==> src/rtl/fifo_pkg.sv <==
// Shared types and defaults for the serial receive FIFO.
// Holds the deserialiser state encoding.
package fifo_pkg;

  localparam int WIDTH_DEF = 8;
  localparam int DEPTH_DEF = 64;

  typedef enum logic {
    IDLE,
    SHIFT
  } rx_state_t;

endpackage

==> src/rtl/fifo_rx_if.sv <==
// APB slave bundle for the receive FIFO.
// Master drives the controls; slave returns data.
interface fifo_rx_if #(
  parameter int WIDTH = 8
) ();

  logic             psel;
  logic             penable;
  logic             pwrite;
  logic [WIDTH-1:0] prdata;
  logic             pready;
  logic             pslverr;

  modport master (
    output psel,
    output penable,
    output pwrite,
    input  prdata,
    input  pready,
    input  pslverr
  );

  modport slave (
    input  psel,
    input  penable,
    input  pwrite,
    output prdata,
    output pready,
    output pslverr
  );

endinterface

==> src/rtl/fifo_core.sv <==
// Pointer-based storage with full/empty flags.
// A push into a full FIFO lands only if a pop frees a slot.
module fifo_core #(
  parameter int WIDTH = 8,
  parameter int DEPTH = 64
) (
  input  logic             clk,
  input  logic             reset_n,
  input  logic             push,
  input  logic             pop,
  input  logic [WIDTH-1:0] din,
  output logic [WIDTH-1:0] dout,
  output logic             full,
  output logic             empty
);

  localparam int PW = $clog2(DEPTH);

  logic [WIDTH-1:0] mem [DEPTH];
  logic [PW:0]      wr_ptr;
  logic [PW:0]      rd_ptr;
  logic             push_ok;
  logic             pop_ok;

  assign empty = (wr_ptr == rd_ptr);
  assign full  = (wr_ptr[PW-1:0] == rd_ptr[PW-1:0])
              && (wr_ptr[PW] != rd_ptr[PW]);

  assign pop_ok  = pop & ~empty;
  assign push_ok = push & (~full | pop_ok);
  assign dout    = mem[rd_ptr[PW-1:0]];

  // Pointer update; wrap is the natural modulo-2*DEPTH rollover
  always_ff @(posedge clk) begin
    if (!reset_n) begin
      wr_ptr <= '0;
      rd_ptr <= '0;
    end else begin
      if (push_ok) wr_ptr <= wr_ptr + 1'b1;
      if (pop_ok)  rd_ptr <= rd_ptr + 1'b1;
    end
  end

  // Storage array is deliberately left unreset
  always_ff @(posedge clk) begin
    if (push_ok) mem[wr_ptr[PW-1:0]] <= din;
  end

endmodule

==> src/rtl/fifo_rx.sv <==
// Serial byte receiver feeding an APB-readable FIFO.
// Bits arrive LSB first on each IQ_rate rising edge.
module fifo_rx
  import fifo_pkg::*;
#(
  parameter int WIDTH = WIDTH_DEF,
  parameter int DEPTH = DEPTH_DEF
) (
  input  logic       clk,
  input  logic       reset_n,
  input  logic       en_IQ,
  input  logic       data_in,
  input  logic       IQ_rate,
  output logic       mem_state,
  output logic       overflow,
  fifo_rx_if.slave   apb
);

  localparam int CW = $clog2(WIDTH);

  rx_state_t        state;
  logic [CW-1:0]    bit_cnt;
  logic [WIDTH-1:0] shift_reg;
  logic             IQ_rate_q;
  logic             strobe;
  logic             push;
  logic             pop;
  logic             rd_acc;
  logic             wr_acc;
  logic             full;
  logic             empty;
  logic [WIDTH-1:0] dout;

  assign strobe = IQ_rate & ~IQ_rate_q;
  assign rd_acc = apb.psel & apb.penable & ~apb.pwrite;
  assign wr_acc = apb.psel & apb.penable & apb.pwrite;
  assign pop    = rd_acc & ~empty;

  assign apb.prdata  = empty ? '0 : dout;
  assign apb.pready  = 1'b1;
  assign apb.pslverr = rd_acc & empty;
  assign mem_state   = ~empty;

  // Rate edge detector: one stage, no synchroniser
  always_ff @(posedge clk) begin
    if (!reset_n) IQ_rate_q <= 1'b0;
    else          IQ_rate_q <= IQ_rate;
  end

  // Deserialiser; push fires the cycle after the last bit lands
  always_ff @(posedge clk) begin
    if (!reset_n) begin
      state     <= IDLE;
      bit_cnt   <= '0;
      shift_reg <= '0;
      push      <= 1'b0;
    end else begin
      push <= 1'b0;
      unique case (state)
        IDLE: begin
          bit_cnt   <= '0;
          shift_reg <= '0;
          if (en_IQ) state <= SHIFT;
        end
        SHIFT: begin
          if (!en_IQ) begin
            state <= IDLE;
          end else if (strobe) begin
            shift_reg[bit_cnt] <= data_in;
            bit_cnt            <= bit_cnt + 1'b1;
            if (bit_cnt == CW'(WIDTH - 1)) push <= 1'b1;
          end
        end
        default: state <= IDLE;
      endcase
    end
  end

  // Sticky drop flag; a drop in the same cycle as a clear wins
  always_ff @(posedge clk) begin
    if (!reset_n)                  overflow <= 1'b0;
    else if (push & full & ~pop)   overflow <= 1'b1;
    else if (wr_acc)               overflow <= 1'b0;
  end

  fifo_core #(
    .WIDTH (WIDTH),
    .DEPTH (DEPTH)
  ) u_core (
    .clk     (clk),
    .reset_n (reset_n),
    .push    (push),
    .pop     (pop),
    .din     (shift_reg),
    .dout    (dout),
    .full    (full),
    .empty   (empty)
  );

endmodule

==> src/flat_wrapper.sv <==
// flat-port wrapper written by rule: the top's interface ports become plain ports
module fifo_rx_flat import fifo_pkg::*;
#(
  parameter int WIDTH = WIDTH_DEF,
  parameter int DEPTH = DEPTH_DEF
)
  (clk, reset_n, en_IQ, data_in, IQ_rate, mem_state, overflow, apb_psel, apb_penable, apb_pwrite, apb_prdata, apb_pready, apb_pslverr);
  fifo_rx_if #(.WIDTH(WIDTH)) apb_i ();
  input  logic clk;
  input  logic reset_n;
  input  logic en_IQ;
  input  logic data_in;
  input  logic IQ_rate;
  output logic mem_state;
  output logic overflow;
  input wire logic [$bits(apb_i.psel)-1:0] apb_psel;
  input wire logic [$bits(apb_i.penable)-1:0] apb_penable;
  input wire logic [$bits(apb_i.pwrite)-1:0] apb_pwrite;
  output wire logic [$bits(apb_i.prdata)-1:0] apb_prdata;
  output wire logic [$bits(apb_i.pready)-1:0] apb_pready;
  output wire logic [$bits(apb_i.pslverr)-1:0] apb_pslverr;
  assign apb_i.psel = apb_psel;
  assign apb_i.penable = apb_penable;
  assign apb_i.pwrite = apb_pwrite;
  assign apb_prdata = apb_i.prdata;
  assign apb_pready = apb_i.pready;
  assign apb_pslverr = apb_i.pslverr;
  fifo_rx #(.WIDTH(WIDTH), .DEPTH(DEPTH)) u_core (.clk(clk), .reset_n(reset_n), .en_IQ(en_IQ), .data_in(data_in), .IQ_rate(IQ_rate), .mem_state(mem_state), .overflow(overflow), .apb(apb_i));
endmodule
==> config.mk <==
export PLATFORM = sky130hd
export DESIGN_NAME = fifo_rx_flat
export DESIGN_NICKNAME = d
export VERILOG_FILES = /design/src/rtl/fifo_pkg.sv /design/src/rtl/fifo_rx_if.sv /design/src/rtl/fifo_core.sv /design/src/rtl/fifo_rx.sv /design/src/flat_wrapper.sv
export SDC_FILE = /design/constraint.sdc
export NUM_CORES = 1
export LEC_CHECK = 0
export ABC_AREA = 1
export CAP_MARGIN = 0
export CORE_ASPECT_RATIO = 1.1
export CORE_MARGIN = 2
export CORE_UTILIZATION = 40
export DETAILED_ROUTE_END_ITERATION = 16
export GPL_TIMING_DRIVEN = 1
export HOLD_SLACK_MARGIN = 0.05
export PLACE_DENSITY = 0.55
export SLEW_MARGIN = 20
export SYNTH_ARGS = -nofsm -noshare
export SYNTH_HDL_FRONTEND = slang
export SYNTH_HIERARCHICAL = 1
export SYNTH_SLANG_ARGS = --single-unit
==> constraint.sdc <==
create_clock -name clk -period 2.9 [get_ports clk]
set_clock_uncertainty 0.1 [all_clocks]
set_input_delay 0.29 -clock clk [delete_from_list [all_inputs] [get_ports clk]]
set_output_delay 0.29 -clock clk [all_outputs]
set_load 0.03 [all_outputs]
# ---- Word-level counts from Yosys, hierarchy flattened
# Memories as Yosys holds them, arrays and structs flattened. A register that Yosys moved wholly into a read port is not among the register bits.
# Cells that the tools add are included.
# Widths: inputs -> output; s select.
dict set report totals {
  ff_bits 29
  latchBits 0
  mem_bits_rw 512
  romBits 0
  out_inout_bits 12
  elab_cells 60
  memories 1
}
# memory depth word_bits rd rd_ports_with_merged_regs write_ports line_no
set mem_list {}
lappend mem_list {u_core.u_core.mem 64 8 1 1 1 fifo_core.sv:19} ;# logic [WIDTH-1:0] mem [DEPTH];
dict set report op_classes {
  addsub 3
  mul 0
  n_div 0
  n_lt_le_gt_ge 2
  n_eq_ne 6
  shifts 0
  n_mux 18
  bitwise 17
  n_reduce_logical 5
}
# operator count
set ops {}
lappend ops {{$mux 8} 3}
lappend ops {{$pmux 8 s2} 1}
lappend ops {{$add 7x1->7 const B} 2}
lappend ops {{$mux 6} 2}
lappend ops {{$and 1x1->1} 10}
lappend ops {{$bwmux 8} 1}
lappend ops {{$eq 7x7->1} 1}
lappend ops {{$mux 1} 7}
lappend ops {{$eq 6x6->1} 1}
lappend ops {{$mux 3} 2}
lappend ops {{$not 1->1} 6}
lappend ops {{$pmux 3 s2} 1}
lappend ops {{$lt 3x4->1 const B} 1}
lappend ops {{$ne 2x2->1 const B} 2}
lappend ops {{$reduce_and 4->1} 1}
lappend ops {{$add 3x1->3 const B} 1}
lappend ops {{$demux 1 s3} 1}
lappend ops {{$eq 3x3->1 const B} 1}
lappend ops {{$ge 3x1->1 const B} 1}
lappend ops {{$logic_and 1x1->1} 2}
lappend ops {{$reduce_and 2->1} 1}
lappend ops {{$reduce_bool 2->1} 1}
lappend ops {{$ne 1x1->1} 1}
lappend ops {{$or 1x1->1} 1}

# ---- Logic depth before layout (Yosys ltp)
dict set report depth {
  word_depth 8
  ltp_mapped 19
  ltp_nobuf 16
}

# ---- Modules after synthesis
# Netlist, hierarchy kept.
# mod instances cells_each area_each_um2 seq_area_each_um2
set modules_own_cells {}
lappend modules_own_cells {fifo_core 1 1931 21992.3 15775.1}
lappend modules_own_cells {fifo_rx 1 129 828.3 300.3}

# ---- Worst setup path after synthesis
# No wires, ideal clock.
dict set report synth_path {
  path_kind {reg-to-reg}
  start {reg u_core.u_core.wr_ptr[6]}
  end {mem u_core.u_core.mem[54][0], enable pin}
  t_arrival_ns 2.622
  setup_slack_ns -0.192
  path_stages_with_launch 16
  synth_period_minus_slack_ns 3.092
  path_cell_list {dfxtp_1 xor2_1 inv_1 nand3_2 inv_1 buf_4 inv_1 nand4_1 inv_1 inv_1 nand4_4 nand2_4 inv_4 buf_12 nand2_8 nor2_1}
}
dict set report synth_between {
  elab_chain_cells 8
  word_cells_on_any_way 11
}
# element line_no
set synth_lines {}
lappend synth_lines {{start: declaration} fifo_core.sv:20} ;# logic [PW:0] wr_ptr;
lappend synth_lines {{start signal: assignment} fifo_core.sv:39} ;# if (push_ok) wr_ptr <= wr_ptr + 1'b1;
lappend synth_lines {{$eq 7x7->1} fifo_core.sv:25} ;# assign empty = (wr_ptr == rd_ptr);
lappend synth_lines {{via u_core.empty} fifo_rx.sv:31} ;# logic empty;
lappend synth_lines {{$not 1->1} --}
lappend synth_lines {{via mem_state} flat_wrapper.sv:14} ;# output logic mem_state;
lappend synth_lines {{$and 1x1->1} fifo_rx.sv:37} ;# assign pop = rd_acc & ~empty;
lappend synth_lines {{via u_core.pop} fifo_rx.sv:27} ;# logic pop;
lappend synth_lines {{$and 1x1->1} fifo_core.sv:29} ;# assign pop_ok = pop & ~empty;
lappend synth_lines {{$or 1x1->1} fifo_core.sv:30} ;# assign push_ok = push & (~full | pop_ok);
lappend synth_lines {{$and 1x1->1} fifo_core.sv:30}
lappend synth_lines {{$mux 1} fifo_core.sv:46} ;# if (push_ok) mem[wr_ptr[PW-1:0]] <= din;
lappend synth_lines {{$mux 1 (implied by the code)} fifo_core.sv:46}
lappend synth_lines {{end: declaration} fifo_core.sv:19}
# The timed path passes the listed nets, and every way through them passes these cells.

==> out/metrics.csv <==
metric,value,unit
critPathRequiredTime,2.51,ns
synth_cells,2060,
fin_setup_tns,-0.587,ns
synth_compound_area_share,0.526,%
nNetsFinal,2136,
holdCritStartpoint,IQ_rate,
ys_types,34,
drive_gt1_share,18.6,%
synth.most_common_cell,nand2_1,
postCtsHoldBufs,0,
yosysTopAreaCell,edfxtp_1,
cp_slowest_stage_delay,0.37,ns
syn_to_final_growth,22.1,%
rr_startpoint,u_core/u_core/wr_ptr[2],
synth.top_cell.area_share,67.4,%
slew_violations,0,
grt.total_usage,21.4,%
antenna_found_initial,2,
wl_met3,4510,microns
grt_max_degree,66,
die-width,232,microns
power_density,576,nW/um^2
grt_pass1_wl,93600,microns
final_area,27900,sq um
reg2reg_to,u_core/u_core/mem[59][3],
min_to,u_core/IQ_rate_q,
worst_pin_slew,0.680,ns
port_buffers,18,
finalWeightedCongestion,0.872,
synthSimpleGateAreaFrac,24.8,%
hold_depth,3,
dieHeight,255,microns
largest_reg_flops,512,
cpLargestDelayFamily,buffers and inverters,
final_core_util,49.5,%
ys_warn_count,6,
crit_type,reg2out,
num_io_pins,20,
synth-xor-area-share,0.614,%
worst_setup_path_end_kind,primary output,
cap_viol_max_count,0,
hold_slack,0.178,ns
cts_htree_levels,2,
crit_chain,"buf_12, clkinv_16, buf_12, buf_12, clkbuf_16, nand2_1, nand3_1, nand3_1, nand2_1, nand2_1, nand3_2, nand3_2, nand2_2, inv_1, nor2_1, buf_4",
syn_nets,2072,
synthTopCellsByArea,"edfxtp_1 67%, nand2_1 12%, nand3_1 10%, dfxtp_1 3.1%, nor2_1 1.6%",
initial_core_util,40.6,%
synth.cells.most_frequent,"709 x nand2_1, 512 x edfxtp_1, 463 x nand3_1",
startpoint_type,flop,
cts_made_buffers,56,
globalRoute.totalOverflow,0,
routedWlPerCell,22.7,microns
avgSynthCellArea,11.1,sq um
fmax,333,MHz
grt_pass1_vias,15123,
synth_top_family_by_area,simple AND/OR/NAND/NOR gates,
synthMuxAreaShare,0,%
synth_area,22800,sq um
worst-path-stages,16,
finalSetupViolations,8,
leakagePower,10.2,nW
insertion_delay,0.62,ns
routed.top_layer,met4,
clkTransAtPathRegs,0.06,ns
post-dp-hpwl,37400,microns
drc,0,
hold_class,in2reg,
vias,15803,
rsz0062_at_grt,true,
synthAdderAreaFrac,0.219,%
crit_buf_inv,7,
first_iter_violations,1748,
antenna_cells,0,
reg2reg_slack,0.25,ns
drt_wl_total,66100,microns
reg2reg_depth,17,
cts_sinks,547,
violations,setup timing,
max-clock-path-buffers,3,
relSlewSlack,54.6,%
vias_per_cell,5.42,
synthArstFlopShare,0,%
core_area,56200,sq um
crit_path_top_delay_cell,dfxtp_4,
num_rows,91,
synth_ff_type,edfxtp_1,
dpl_cell_area,24300,sq um
status,finished with violations,
ant_nets,0,
die_area,59000,sq um
met2_length,32000,microns
vdd_drop_max,0.519,mV
fin_crit,3.00,ns
min_period_over_period,103,%
cts_tree,built,
yosysSeqAreaShare,70.4,%
dr.pass1.iters,5,
crit_arrival,2.61,ns
synth_edf_count,512,
crit_path_max_fanout,16,
worst_slack,-0.0990,ns
hold_viol,0,
yosys_register_bits,547,
m1WireLength,27900,microns
cts_root_buffer,clkbuf_16,
==> placed cells by master (no fill, tap or decap), types with 3 or more instances in the layout <==
master | Yosys | routed
nor2_2 | 9 | 25
xor2_1 | 9 | 9
clkdlybuf4s50_1 | 0 | 9
buf_16 | 0 | 15
edfxtp_1 | 512 | 512
inv_2 | 4 | 6
nor2_1 | 100 | 36
nand3_2 | 2 | 59
clkbuf_1 | 28 | 6
a21oi_1 | 20 | 20
nand3_1 | 463 | 403
clkbuf_16 | 0 | 72
inv_1 | 39 | 35
nand2_2 | 2 | 27
xnor2_1 | 7 | 7
buf_6 | 4 | 8
buf_12 | 1 | 26
clkinv_2 | 0 | 16
bufinv_16 | 0 | 9
clkinv_1 | 1 | 11
dfxtp_2 | 0 | 10
buf_4 | 4 | 52
nor2_4 | 1 | 49
nand2_8 | 7 | 7
nand4_1 | 4 | 4
nand2_1 | 709 | 683
dfxtp_1 | 35 | 23
nand3_4 | 0 | 3
ha_1 | 4 | 4
==> worst min-delay path, delay by kind of cell <==
| family | cells | cell delay [ns] |
|---|---|---|
| buffers and inverters | 2 | 0.48 |
| AND/OR/NAND/NOR | 1 | 0.08 |
==> stage by stage <==
stage	setup slack (ns)	instances	power, W
3_5_place_dp	0.0237	2771	0.00874
3_3_place_gp	0.0698	2771	0.00874
6_report	-0.0990	2915	0.0161
4_1_cts	-0.0984	2890	0.0162
5_1_grt	-0.201	2915	0.0164
2_1_floorplan	-0.0657	2060	0.00871
==> cells by family after synthesis <==
group                      Yosys count
adders and majority gates            4
AOI/OAI and AO/OA                   23
DFF                                547
other                                1
and+or+nand+nor                   1302
xor gates and xnor gates            16
buffers and inverters              167
==> power breakdown <==
group          internal, W  switching, W
clock              0.00448       0.00299
sequential         0.00851     0.0000102
combinational    0.0000187     0.0000364
total               0.0130       0.00304
==> per-layer routing <==
metal,vias to the layer above,GRT usage (%)
met5,-,0
met4,0,6.68
met3,120,2.93
met2,651,35.5
met1,7754,29.4
li1,7278,-
==> area by class of cell <==
type / count / area [sq um]
repair buffers: 127 / 1920
repair inverters: 1 / 8.76
inverters: 45 / 205
multi-input cells: 1346 / 6780
fillers: 4983 / 28400
clock inverters: 39 / 425
clock buffers: 66 / 1500
flip-flops and latches: 547 / 16100
well taps: 744 / 931
==> worst max-delay path by stage <==
stage,from,endpoint,slack (ns)
2_1_floorplan,u_core/u_core/wr_ptr[6],u_core/u_core/mem[50][0],-0.07
3_3_place_gp,u_core/u_core/wr_ptr[2],u_core/u_core/mem[3][7],0.07
3_5_place_dp,u_core/u_core/wr_ptr[2],u_core/u_core/mem[3][7],0.02
4_1_cts,flop,apb_prdata[3],-0.1
5_1_grt,flop,apb_prdata[1],-0.20
6_report,flop,apb_prdata[5],-0.1
==> repair_timing <==
item / 4_1_cts / 5_1_grt
cloned: 9 / 16
buffers inserted: 5 / 9
resized for setup: 65 / 121
pin swaps: 12 / 20
endpoints found under the setup margin: 15 / 512
Note: power is estimated with default switching activity, not from simulation.
